$ cat src/rtl/tstate_sequencer_pkg.sv
// Shared definitions for the T-state sequencer: FSM states, T-state end
// indices and the width of the one-hot T-state vector.
package tstate_sequencer_pkg;

    localparam int T_WIDTH = 12;
    localparam int T_IDX_W = 4;

    typedef logic [T_IDX_W-1:0] t_idx_t;

    localparam t_idx_t T_DEF_END = 4'd3;
    localparam t_idx_t T_ADD_END = 4'd4;
    localparam t_idx_t T_MEM_END = 4'd5;
    localparam t_idx_t T_MUL_END = 4'd10;
    localparam t_idx_t T_DIV_END = 4'd11;

    typedef enum logic [1:0] {
        ST_IDLE   = 2'd0,
        ST_EXEC   = 2'd1,
        ST_HALTED = 2'd2
    } seq_state_t;

    // One-hot mask with only bit idx set.
    function automatic logic [T_WIDTH-1:0] t_onehot(input t_idx_t idx);
        return T_WIDTH'(1) << idx;
    endfunction

endpackage

$ cat src/rtl/tstate_end_sel.sv
// Maps the decoder's instruction-class flags to the index of the last T-state.
// Used both for the value latched at T3 and for the live last_t path.
module tstate_end_sel
    import tstate_sequencer_pkg::*;
(
    input  logic   add_s,
    input  logic   mul_s,
    input  logic   div_s,
    input  logic   mem_op,
    output t_idx_t end_idx
);

    // Longest instruction class wins when several flags are set.
    always_comb begin
        end_idx = T_DEF_END;
        if (div_s) begin
            end_idx = T_DIV_END;
        end else if (mul_s) begin
            end_idx = T_MUL_END;
        end else if (mem_op) begin
            end_idx = T_MEM_END;
        end else if (add_s) begin
            end_idx = T_ADD_END;
        end
    end

endmodule

$ cat src/rtl/tstate_sequencer.sv
// T-state sequencer: steps a one-hot T-state vector through each instruction,
// ends it at the class-dependent last T-state, counts completed instructions
// and parks in HALTED after an instruction that had hlt set at T3.
module tstate_sequencer
    import tstate_sequencer_pkg::*;
(
    input  logic               clk,
    input  logic               rst_n,
    input  logic               run,
    input  logic               step,
    input  logic               add_s,
    input  logic               mul_s,
    input  logic               div_s,
    input  logic               mem_op,
    input  logic               hlt,
    output logic [T_WIDTH-1:0] t,
    output logic               last_t,
    output logic               busy,
    output logic               halted,
    output logic [7:0]         instr_cnt
);

    seq_state_t         state;
    seq_state_t         state_next;
    logic [T_WIDTH-1:0] t_q;
    logic [T_WIDTH-1:0] t_next;
    t_idx_t             end_q;
    t_idx_t             live_end;
    logic               hlt_q;
    logic               t_legal;
    logic               in_t3;
    logic               early;
    logic               at_end;
    logic               hlt_eff;

    tstate_end_sel u_end_sel (
        .add_s   (add_s),
        .mul_s   (mul_s),
        .div_s   (div_s),
        .mem_op  (mem_op),
        .end_idx (live_end)
    );

    // Until T3 the end is decided from live flags so a T3-only instruction
    // ends in the right cycle; after T3 only the latched values matter.
    always_comb begin
        t_legal = $onehot(t_q);
        in_t3   = t_q[T_DEF_END];
        early   = |t_q[T_DEF_END:0];
        hlt_eff = in_t3 ? hlt : hlt_q;
        at_end  = 1'b0;
        if (state == ST_EXEC && t_legal) begin
            if (early) begin
                at_end = in_t3 && (live_end == T_DEF_END);
            end else begin
                at_end = |(t_q & t_onehot(end_q));
            end
        end
    end

    // State and T-state register.
    always_ff @(posedge clk or negedge rst_n) begin
        if (!rst_n) begin
            state <= ST_IDLE;
            t_q   <= '0;
        end else begin
            state <= state_next;
            t_q   <= t_next;
        end
    end

    // Freeze end index and halt request at T3; count instructions at their end.
    always_ff @(posedge clk or negedge rst_n) begin
        if (!rst_n) begin
            end_q     <= T_DEF_END;
            hlt_q     <= 1'b0;
            instr_cnt <= 8'd0;
        end else begin
            if (state == ST_EXEC && t_legal && in_t3) begin
                end_q <= live_end;
                hlt_q <= hlt;
            end
            if (at_end) begin
                instr_cnt <= instr_cnt + 8'd1;
            end
        end
    end

    // Next state: start on run/step, advance T-states, decide what follows E.
    always_comb begin
        state_next = state;
        t_next     = '0;
        case (state)
            ST_IDLE: begin
                if (run || step) begin
                    state_next = ST_EXEC;
                    t_next     = T_WIDTH'(1);
                end
            end
            ST_EXEC: begin
                if (!t_legal) begin
                    state_next = ST_IDLE;
                end else if (at_end) begin
                    if (hlt_eff) begin
                        state_next = ST_HALTED;
                    end else if (run) begin
                        state_next = ST_EXEC;
                        t_next     = T_WIDTH'(1);
                    end else begin
                        state_next = ST_IDLE;
                    end
                end else begin
                    t_next = t_q << 1;
                end
            end
            ST_HALTED: begin
                state_next = ST_HALTED;
            end
            default: begin
                state_next = ST_IDLE;
            end
        endcase
    end

    // Outputs: T-vector is shown only when executing with a legal encoding.
    always_comb begin
        t      = (state == ST_EXEC && t_legal) ? t_q : '0;
        busy   = |t;
        last_t = at_end;
        halted = (state == ST_HALTED);
    end

endmodule

$ cat config.mk
export PLATFORM = sky130hd
export DESIGN_NAME = tstate_sequencer
export DESIGN_NICKNAME = d
export VERILOG_FILES = /design/src/rtl/tstate_sequencer_pkg.sv /design/src/rtl/tstate_end_sel.sv /design/src/rtl/tstate_sequencer.sv
export SDC_FILE = /design/constraint.sdc
export NUM_CORES = 1
export LEC_CHECK = 0
export CAP_MARGIN = 15
export CORE_ASPECT_RATIO = 1.2
export CORE_MARGIN = 2
export CORE_UTILIZATION = 30
export DETAILED_ROUTE_END_ITERATION = 10
export PLACE_DENSITY = 0.53
export SYNTH_ARGS = -nofsm -noshare
export SYNTH_HDL_FRONTEND = slang
export SYNTH_SLANG_ARGS = --single-unit
export TNS_END_PERCENT = 20
$ cat constraint.sdc
create_clock -name clk -period 9.6 [get_ports clk]
set_input_delay 0.96 -clock clk [delete_from_list [all_inputs] [get_ports clk]]
set_output_delay 0.96 -clock clk [all_outputs]
set_load 0.02 [all_outputs]
### Word-level counts from Yosys, hierarchy flattened

Index checks and enable logic that the tools add are counted.

* add/sub/neg operators: 12
* $mul: 0
* div/mod/pow operators: 0
* $lt $le $gt $ge: 0
* equality and inequality tests: 6
* shift-type cells: 1
* mux-type cells: 20
* bitwise operators: 1
* reduce and logical (&&, ||, !) cells: 9

Operators with widths (count)
* 2-to-1 mux 12 bit: 3
* case mux 12 bit (2 select lines): 1
* OR reduction 12 bit: 2
* adder 1 x 1 -> 2 bit: 6
* bitwise AND 12 bit: 1
* 2-to-1 mux 4 bit: 3
* << shifter 1 x 4 -> 12 bit (first input constant): 1
* adder 2 x 2 -> 3 bit: 3
* adder 8 x 1 -> 8 bit (second input constant): 1
* 2-to-1 mux 2 bit: 4
* 2-to-1 mux 1 bit: 7
* case mux 2 bit (3 select lines): 1
* adder 3 x 3 -> 4 bit: 1
* adder 4 x 3 -> 4 bit: 1
* equality test 4 x 1 -> 1 bit (second input constant): 1
* equality test 4 x 2 -> 1 bit (second input constant): 1
* OR reduction 4 bit: 1
* logical AND 1 bit: 3
* 2-to-1 mux 3 bit: 1
* inequality test 3 bit (second input constant): 1
* equality test 2 x 1 -> 1 bit (second input constant): 1
* equality test 2 bit (second input constant): 1
* zero test 2 bit: 1
* inequality test 2 bit (second input constant): 1
* other kinds (2): 2

* register bits: 27
* latch bits: 0
* RAM bits: 0
* ROM bits: 0
* input port bits: 9
* output and inout port bits: 23
* word-level logic and storage cells: 54
* memories: 0

### Logic depth before layout (Yosys ltp)

Gate-level depths: netlist of run 1.

* depth in word-level cells: 11
* depth in mapped cells: 15

### By module

A second synthesis of run 1 with hierarchy kept.

* cells, all modules: 155
* area total of the unflattened synthesis: 1622.8 µm²

By module, submodules not included
* tstate_sequencer: instances 1, cells an instance 149, area an instance 1586.5 µm², seq. area each 678.2 µm²
* tstate_end_sel: instances 1, cells an instance 6, area an instance 36.3 µm², seq. area each 0.0 µm²

### Worst setup path before layout of run 1

OpenSTA, ideal clock, no wires.

* path type: register to output
* from: register t_q[0]
* to: output busy
* arrival time: 4344 ps
* setup slack: 4296 ps
* cell stages (with the launch flop): 16
* cells stage by stage: dfrtp_1 -> fa_1 -> fa_1 -> inv_1 -> fa_1 -> fa_1 -> inv_1 -> ha_1 -> inv_1 -> fa_1 -> nand4b_1 -> nor2_1 -> nand2_1 -> buf_1 -> clkbuf_1 -> a31oi_1

* word-level cells in the longest chain between the ends: 8

Ends and longest elaborated chain
* start, declared: RTL line tstate_sequencer.sv:25 `logic [T_WIDTH-1:0] t_q;`
* start signal, assigned: RTL line tstate_sequencer.sv:68 `t_q <= t_next;`
* adder 1 x 1 -> 2 bit (not written as such): RTL line tstate_sequencer.sv:47 `t_legal = $onehot(t_q);`
* adder 2 x 2 -> 3 bit (not written as such): RTL line tstate_sequencer.sv:47
* adder 3 x 3 -> 4 bit (not written as such): RTL line tstate_sequencer.sv:47
* adder 4 x 3 -> 4 bit (not written as such): RTL line tstate_sequencer.sv:47
* equality test 4 x 1 -> 1 bit: RTL line tstate_sequencer.sv:47
* logical AND 1 bit: RTL line tstate_sequencer.sv:127 `t = (state == ST_EXEC && t_legal) ? t_q : '0;`
* 2-to-1 mux 12 bit (*): RTL line tstate_sequencer.sv:127
* OR reduction 12 bit (*): RTL line tstate_sequencer.sv:128 `busy = |t;`
* end, declared: RTL line tstate_sequencer.sv:18 `output logic busy,`

Mark *: on every way between the ends. The rest lies on a longest branch, timed or not.

### Worst setup path in the final report of run 1

* from: register t_q[0]
* to: output last_t

* word-level cells in the longest chain between the ends: 7
* elaborated cells between the ends (all ways): 11

Ends and longest elaborated chain
* adder 1 x 1 -> 2 bit (not written as such): RTL line tstate_sequencer.sv:47
* adder 2 x 2 -> 3 bit (not written as such): RTL line tstate_sequencer.sv:47
* adder 3 x 3 -> 4 bit (not written as such): RTL line tstate_sequencer.sv:47
* adder 4 x 3 -> 4 bit (not written as such): RTL line tstate_sequencer.sv:47
* equality test 4 x 1 -> 1 bit: RTL line tstate_sequencer.sv:47
* logical AND 1 bit: RTL line tstate_sequencer.sv:52 `if (state == ST_EXEC && t_legal) begin`
* 2-to-1 mux 1 bit (*): RTL line tstate_sequencer.sv:52
* end, declared: RTL line tstate_sequencer.sv:17 `output logic last_t,`

Marks and branches as above.

==> Implementation_results.wiki, run 1 <==
{| class="wikitable"
! Metric !! Value
|-
| Depth of the CTS H-tree || 1
|-
| Antenna diode instance count || 0
|-
| Vias per Instance || 4.82
|-
| DRT iter0 DRCs || 21
|-
| Critical path arrival || 5.34 ns
|-
| Startpoint Class || register
|-
| Total of hold buffers inserted after clock tree synthesis || 0
|-
| Unrepaired setup endpoints after global routing || no
|-
| Outcome || completed
|-
| Final design utilization || 38.8%
|-
| Router iterations before antenna repair || 4
|-
| Top post-synthesis cells by area || sky130_fd_sc_hd__dfrtp_1 (38%), sky130_fd_sc_hd__fa_1 (8.6%), sky130_fd_sc_hd__ha_1 (4.6%)
|-
| Family with the most delay on the worst path || adder cells
|-
| End of the worst register-to-register path || t_q[0]$_DFF_PN0_
|-
| Cts bufs inserted || 3
|-
| Post-synth ARST share || 100%
|-
| Most area-hungry cell type in the Yosys netlist || sky130_fd_sc_hd__dfrtp_1
|-
| Die Width || 71.4 um
|-
| Total clock sinks || 27
|-
| Top cell type's share of synthesized area || 38.3%
|-
| Hold worst-path end || instr_cnt[7]$_DFFE_PN0P_
|-
| Root buf cell || sky130_fd_sc_hd__clkbuf_8
|-
| Register-to-Register Path Depth || 14
|-
| Hold Path Origin || instr_cnt[7]$_DFFE_PN0P_
|-
| Total of warnings raised by yosys || 0
|-
| Chip height || 84.8 um
|-
| Total Routed Length || 3720 um
|-
| CTS Buffer Depth || 2
|-
| Number of global-route vias before repair || 1,356
|-
| Max cap viols || 0
|-
| Final Instance Count excl. Fillers || 256
|-
| Combined buffer and inverter count along the critical path || 4
|-
| Dominant synthesized flop cell || sky130_fd_sc_hd__dfrtp_1
|-
| Relative slew slack || 53.5%
|-
| Reg-to-reg startpoint || t_q[0]$_DFF_PN0_
|-
| Resized cells post-CTS || 0
|-
| Highest achievable clock rate || 159 MHz
|-
| Worst voltage drop across the vdd grid || 128 uV
|-
| Post-route DRC violation count || 0
|-
| Post-Syn Nets || 185
|-
| Number of cell rows || 29
|-
| Req. time, crit path || 8.64 ns
|-
| Avg WL per Cell || 14.5 um
|-
| Total power per unit cell area || 165 nW/um2
|-
| Path category of the worst min-delay check || reg -> reg
|-
| Final Max Tran Viols || 0
|-
| Leak Pwr || 0.945 nW
|-
| Clock transition at the registers of the reported paths || 0.09 ns
|-
| Cell area after synthesis || 1630 um2
|-
| Multi-input gate area || 851 um2
|-
| Total routing usage reported by global routing || 13.4%
|-
| Clock tree from TritonCTS || yes
|-
| Type of the setup path with the least slack || reg -> out
|-
| PortBufs || 31
|-
| CP dominant cell by count || sky130_fd_sc_hd__fa_1
|-
| Final hold violation count || 0
|-
| Placer congestion estimate || 0.784
|-
| Worst-skew pair later-pin latency || 0.28 ns
|-
| Core Area || 5260 um2
|-
| Antenna violations before repair || 0
|-
| Hold path depth || 1
|-
| Synthesized area per cell || 10.0 um2
|-
| Maximum number of pins on one net before global-route repair || 28
|-
| Total of fill cells in the finished design || 538
|-
| Effective utilization at floorplan || 31.1%
|-
| Series of cell instances along the critical path || fa_1, fa_1, inv_1, fa_1, fa_1, inv_1, ha_1, inv_1, fa_1, nand4b_1, nor2_1, nand2_1, nor3_4, clkdlybuf4s50_1
|-
| Total gr overflow || 0
|-
| Crit path max fanout || 20
|-
| #FFs+latches synth || 27
|-
| Count of flip-flops with a built-in enable after synthesis || 0
|-
| Final period utilization || 65.6%
|-
| Total Negative Setup Slacks || 0 ns
|-
| Slowest cell on the critical path || sky130_fd_sc_hd__clkdlybuf4s50_1
|-
| Gate count of the mapped netlist || 163
|-
| Max Clock Skew || 0.00971 ns
|-
| First-pass GRT wire length || 6510 um
|-
| Count of cell types in the netlist || 36
|-
| Worst hold slack after final layout || 0.474 ns
|-
| Buffers inserted during post-CTS setup optimization || 0
|-
| Synth top cells by count || sky130_fd_sc_hd__dfrtp_1 (25), sky130_fd_sc_hd__inv_1 (19), sky130_fd_sc_hd__nor2_1 (15), sky130_fd_sc_hd__nand2_1 (11), sky130_fd_sc_hd__nor4_1 (8)
|-
| Placed Cells incl. Taps || 252
|-
| Boundary pin count || 32
|-
| Crit-path max cell delay || 0.65 ns
|-
| Minimum clock period after layout || 6.30 ns
|-
| Count of endpoints failing setup in the final report || 0
|-
| Endpoint kind of the worst setup timing path || primary output
|-
| Via total after detailed routing || 1,235
|-
| Sequential cell area in the final layout || 678 um2
|-
| Layout overhead on the synthesized area || 25.0%
|-
| Setup slack of the most critical reg-to-reg path || 4.71 ns
|-
| Area of the die || 6060 um2
|-
| Number of nets still failing antenna checks after routing || 0
|-
| Ratio of cells with drive above 1 in the final layout || 7.22%
|-
| PnR Total Power || 0.338 mW
|-
| Net count of the finished layout || 217
|-
| Fraction of the yosys area taken by sequential cells || 41.5%
|-
| Dpl hpwl || 2910 um
|-
| Leading cell type by number of instances after synthesis || sky130_fd_sc_hd__dfrtp_1
|-
| Transition at the pin with the smallest max-transition slack || 0.696 ns
|}
==> registers in the layout (all words and copies together) (netlist names) <==
register,cells
instr_cnt,8
state,2
hlt_q,1
t_q,12
end_q,4
==> through the flow <==
stage | worst slack (ns) | cell area, um2
6_report | 3.30 | 2040
4_1_cts | 3.27 | 2040
5_1_grt | 2.90 | 2040
3_3_place_gp | 3.63 | 2000
3_5_place_dp | 3.59 | 2000
2_1_floorplan | 4.30 | 1630
==> cells in the final DEF (no fill, tap or decap), drive strengths merged, types with 2 or more instances in the layout <==
cell type	netlist	routed
a21oi	3	3
a31oi	2	2
and2	7	7
and3	6	6
clkbuf	2	3
clkdlybuf4s50	0	31
dfrtp	25	25
dfstp	2	2
fa	7	7
ha	6	6
inv	19	19
mux2	3	3
mux2i	4	4
nand2	11	11
nand3	4	4
nand3b	3	3
nor2	15	15
nor2b	2	2
nor3	7	7
nor4	8	8
nor4b	2	2
o21a	2	2
o21ai	3	3
or3	2	2
xor2	7	7
==> where the power goes <==
group          switching (mW)  internal, mW  total (mW)
logic                  0.0757        0.0508       0.127
registers              0.0174         0.126       0.144
clock network          0.0380        0.0292      0.0672
==> worst max path at each step <==
stage	start	cells after the start	end
floorplan	t_q[0]$_DFF_PN0_	15	busy
global placement	t_q[0]$_DFF_PN0_	14	last_t
detailed placement	t_q[0]$_DFF_PN0_	14	last_t
CTS	t_q[0]$_DFF_PN0_	14	last_t
global route	t_q[3]$_DFF_PN0_	14	last_t
finish	t_q[0]$_DFF_PN0_	14	last_t
==> metal layers <==
metal  share of wire, %  wire (um)  GRT usage [%]
met1                 44       1630           17.2
met2                 53       1960           23.7
met3                2.2         82           1.31
met4                1.4         51           4.12
met5                  0          0              0
==> final cells by class <==
class | instances | share of cell area (%)
tap | 62 | 3.80
clock inverter | 1 | 0.245
clock buffer | 3 | 2.02
inverter | 19 | 3.49
sequential | 27 | 33.2
timing repair buffer | 32 | 15.6
multi-input combinational | 112 | 41.7
==> kinds of logic (layout without fill, tap and decap cells) <==
| group | after synthesis | count (layout) | synth area share, % |
|---|---|---|---|
| adders and majority gates | 13 | 13 | 13.2 |
| muxes | 7 | 7 | 4.52 |
| xor gates and xnor gates | 7 | 7 | 3.75 |
| DFF | 27 | 27 | 41.5 |
| buffers and inverters | 24 | 55 | 6.43 |
| and+or+nand+nor | 71 | 71 | 25.1 |
| AOI/OAI and AO/OA | 14 | 14 | 5.51 |
(Power assumes the default switching activity.)
==> inputs of run 2 (changes only) <==
==> constraint.sdc (replaced) <==
create_clock -name clk -period 6.1 [get_ports clk]
set_input_delay 0.61 -clock clk [delete_from_list [all_inputs] [get_ports clk]]
set_output_delay 0.61 -clock clk [all_outputs]
set_load 0.02 [all_outputs]
==> run 2 against run 1 <==
  * Worst hold slack better by 0.0066 ns
  * Setup slack worse by 2.9 ns
  * Design area up 0.43%
  * Sequential share of layout area down 0.14 points
  * Combinational power up 61%
  * Power up 57%
  * Clock-buffer cell count up 1
  * Clock skew down 0.0066 ns
  * Clock power up 49%
  * Utilization up 0.17 points
  * Die area unchanged
  * Critical endpoint unchanged
==> Implementation_results.wiki, run 2 (synthesized netlist as in run 1, its figures left out) <==
{| class="wikitable"
! Metric !! Value
|-
| Outcome || completed
|-
| Leak Pwr || 0.947 nW (+0.20%)
|-
| Chip height || 84.8 um (unchanged)
|-
| Count of endpoints failing setup in the final report || 0 (unchanged)
|-
| Depth of the CTS H-tree || 1 (unchanged)
|-
| Reg-to-reg startpoint || t_q[0]$_DFF_PN0_
|-
| Type of the setup path with the least slack || reg -> out
|-
| Clock transition at the registers of the reported paths || 0.09 ns (about the same)
|-
| Area of the die || 6060 um2 (unchanged)
|-
| Max Clock Skew || 0.00314 ns (-0.00656 ns)
|-
| Critical Path Source || t_q[0]$_DFF_PN0_
|-
| Number of cell rows || 29 (unchanged)
|-
| Critical path arrival || 5.07 ns (-0.27 ns)
|-
| Maximum number of pins on one net before global-route repair || 28 (unchanged)
|-
| Total gr overflow || 0 (unchanged)
|-
| Die Width || 71.4 um (unchanged)
|-
| Req. time, crit path || 5.49 ns (-3.15 ns)
|-
| Endpoint kind of the worst setup timing path || primary output
|-
| Total Negative Setup Slacks || 0 ns (unchanged)
|-
| Clock tree from TritonCTS || yes
|-
| Final Max Tran Viols || 0 (unchanged)
|-
| Root buf cell || sky130_fd_sc_hd__clkbuf_8
|-
| Path category of the worst min-delay check || reg -> reg
|-
| Most common cell after layout, fill and taps aside || sky130_fd_sc_hd__clkdlybuf4s50_1
|-
| Antenna violations before repair || 0 (unchanged)
|-
| Worst hold slack after final layout || 0.481 ns (+0.00658 ns)
|-
| Number of global-route vias before repair || 1,226 (-9.6%)
|-
| Crit path max fanout || 14 (-30%)
|-
| Total routing usage reported by global routing || 12.8% (-0.65 points)
|-
| Total power per unit cell area || 259 nW/um2 (+57%)
|-
| Max cap viols || 0 (unchanged)
|-
| Final hold violation count || 0 (unchanged)
|-
| DRT iter0 DRCs || 26 (+24%)
|-
| Post-layout instance area || 2050 um2 (+0.43%)
|-
| Post-route DRC violation count || 0 (unchanged)
|-
| Layout overhead on the synthesized area || 25.5%
|-
| First-pass GRT wire length || 6080 um (-6.7%)
|-
| Effective utilization at floorplan || 31.1% (unchanged)
|-
| Relative slew slack || 53.6% (+0.067 points)
|-
| PortBufs || 31 (unchanged)
|-
| Net count of the finished layout || 218 (+0.46%)
|-
| Worst-skew pair later-pin latency || 0.27 ns (about the same)
|-
| Worst voltage drop across the vdd grid || 146 uV (+14%)
|-
| Minimum clock period after layout || 5.68 ns
|-
| Avg WL per Cell || 14.1 um (-2.6%)
|-
| Max reg flops || 12 (unchanged)
|-
| Ratio of cells with drive above 1 in the final layout || 7.69% (+0.48 points)
|-
| Final design utilization || 39.0% (+0.17 points)
|-
| Top library cells by usage in the layout, fill and taps aside || sky130_fd_sc_hd__clkdlybuf4s50_1 (31), sky130_fd_sc_hd__dfrtp_1 (25), sky130_fd_sc_hd__inv_1 (19)
|-
| Buffers inserted during post-CTS setup optimization || 0 (unchanged)
|-
| Placer congestion estimate || 0.791 (+0.94%)
|-
| Final period utilization || 93.2%
|-
| Via total after detailed routing || 1,268 (+2.7%)
|-
| Total Routed Length || 3640 um (-2.2%)
|-
| Highest achievable clock rate || 176 MHz
|-
| Hold Path Origin || instr_cnt[7]$_DFFE_PN0P_
|-
| CTS Buffer Depth || 2 (unchanged)
|-
| Number of nets still failing antenna checks after routing || 0 (unchanged)
|-
| Antenna diode instance count || 0 (unchanged)
|-
| Unrepaired setup endpoints after global routing || no
|-
| Total of fill cells in the finished design || 522 (-3.0%)
|-
| Boundary pin count || 32 (unchanged)
|-
| Startpoint Class || register
|-
| Biggest register || t_q
|-
| Transition at the pin with the smallest max-transition slack || 0.694 ns (-0.00225 ns)
|-
| Router iterations before antenna repair || 4 (unchanged)
|-
| Cts bufs inserted || 3 (unchanged)
|-
| Total clock sinks || 27 (unchanged)
|-
| Vias per Instance || 4.93 (+2.3%)
|-
| Dpl hpwl || 2860 um (-1.7%)
|-
| Cell area after placement || 2000 um2 (+0.38%)
|-
| Largest regs || t_q x12, instr_cnt x8, end_q x4
|-
| Core Area || 5260 um2 (unchanged)
|}
==> run 2: cell count changes in the layout (fill, tap and decap cells not counted) <==
cell,before,now
sky130_fd_sc_hd__buf_4,1,2
sky130_fd_sc_hd__clkbuf_1,0,1
sky130_fd_sc_hd__clkinv_2,1,0
sky130_fd_sc_hd__nand2_1,11,10
sky130_fd_sc_hd__nand2_2,0,1
==> run 2: path summary, 6_finish.rpt <==
check / depth (start not counted) / endpoint / slack (ns)
max: 14 / last_t / 0.42
min: 1 / instr_cnt[7]$_DFFE_PN0P_ / 0.48
max reg2reg: 15 / t_q[0]$_DFF_PN0_ / 1.28
min reg2reg: 1 / instr_cnt[7]$_DFFE_PN0P_ / 0.48
max in group asynchronous: 2 / end_q[0]$_DFFE_PN1P_ / 5.09
min in group asynchronous: 2 / t_q[7]$_DFF_PN0_ / 0.71
==> run 2: layout make-up <==
class                   instances  area [um2]  area share (%)
flip-flops and latches         27         678            33.1
well taps                      62        77.6            3.78
multi-input cells             112         853            41.6
inverters                      19        71.3            3.48
repair buffers                 33         325            15.9
clock buffers                   4        45.0            2.20
==> run 2: critical path: stages, from the launching register on <==
cell	delay, ns
sky130_fd_sc_hd__dfrtp_1	0.44
sky130_fd_sc_hd__fa_1	0.51
sky130_fd_sc_hd__fa_1	0.52
sky130_fd_sc_hd__inv_1	0.05
sky130_fd_sc_hd__fa_1	0.49
sky130_fd_sc_hd__fa_1	0.40
sky130_fd_sc_hd__inv_1	0.07
sky130_fd_sc_hd__ha_1	0.15
sky130_fd_sc_hd__inv_1	0.05
sky130_fd_sc_hd__fa_1	0.47
sky130_fd_sc_hd__nand4b_1	0.11
sky130_fd_sc_hd__nor2_1	0.33
sky130_fd_sc_hd__nand2_2	0.29
sky130_fd_sc_hd__nor3_4	0.28
sky130_fd_sc_hd__clkdlybuf4s50_1	0.64
==> run 2: stage by stage <==
stage               power, mW  setup slack (ns)  std cells
floorplan               0.367              1.15        163
global placement        0.436             0.607        253
detailed placement      0.434             0.569        253
CTS                     0.535             0.264        257
global route            0.570             0.100        257
finish                  0.531             0.417        257
==> run 2: power by group <==
| part | switching (mW) | total [mW] | internal, mW | leakage [nW] |
|---|---|---|---|---|
| combinational | 0.121 | 0.205 | 0.0839 | 0.578 |
| sequential | 0.0271 | 0.226 | 0.199 | 0.347 |
| clock | 0.0535 | 0.100 | 0.0467 | 0.0228 |
==> run 2: metal layers <==
| metal | part of all wire (%) | track usage [%] | vias to the layer above |
|---|---|---|---|
| met1 | 45 | 16.6 | 612 |
| met3 | 4.2 | 1.90 | 4 |
| met4 | 1.3 | 4.12 | 0 |
| met5 | 0 | 0 | - |
| met2 | 50 | 21.7 | 37 |
| li1 | - | - | 615 |
==> run 2: repair_timing <==
action	CTS	global route
resized for setup	0	1
hold buffers	0	0
setup endpoints to repair	0	3
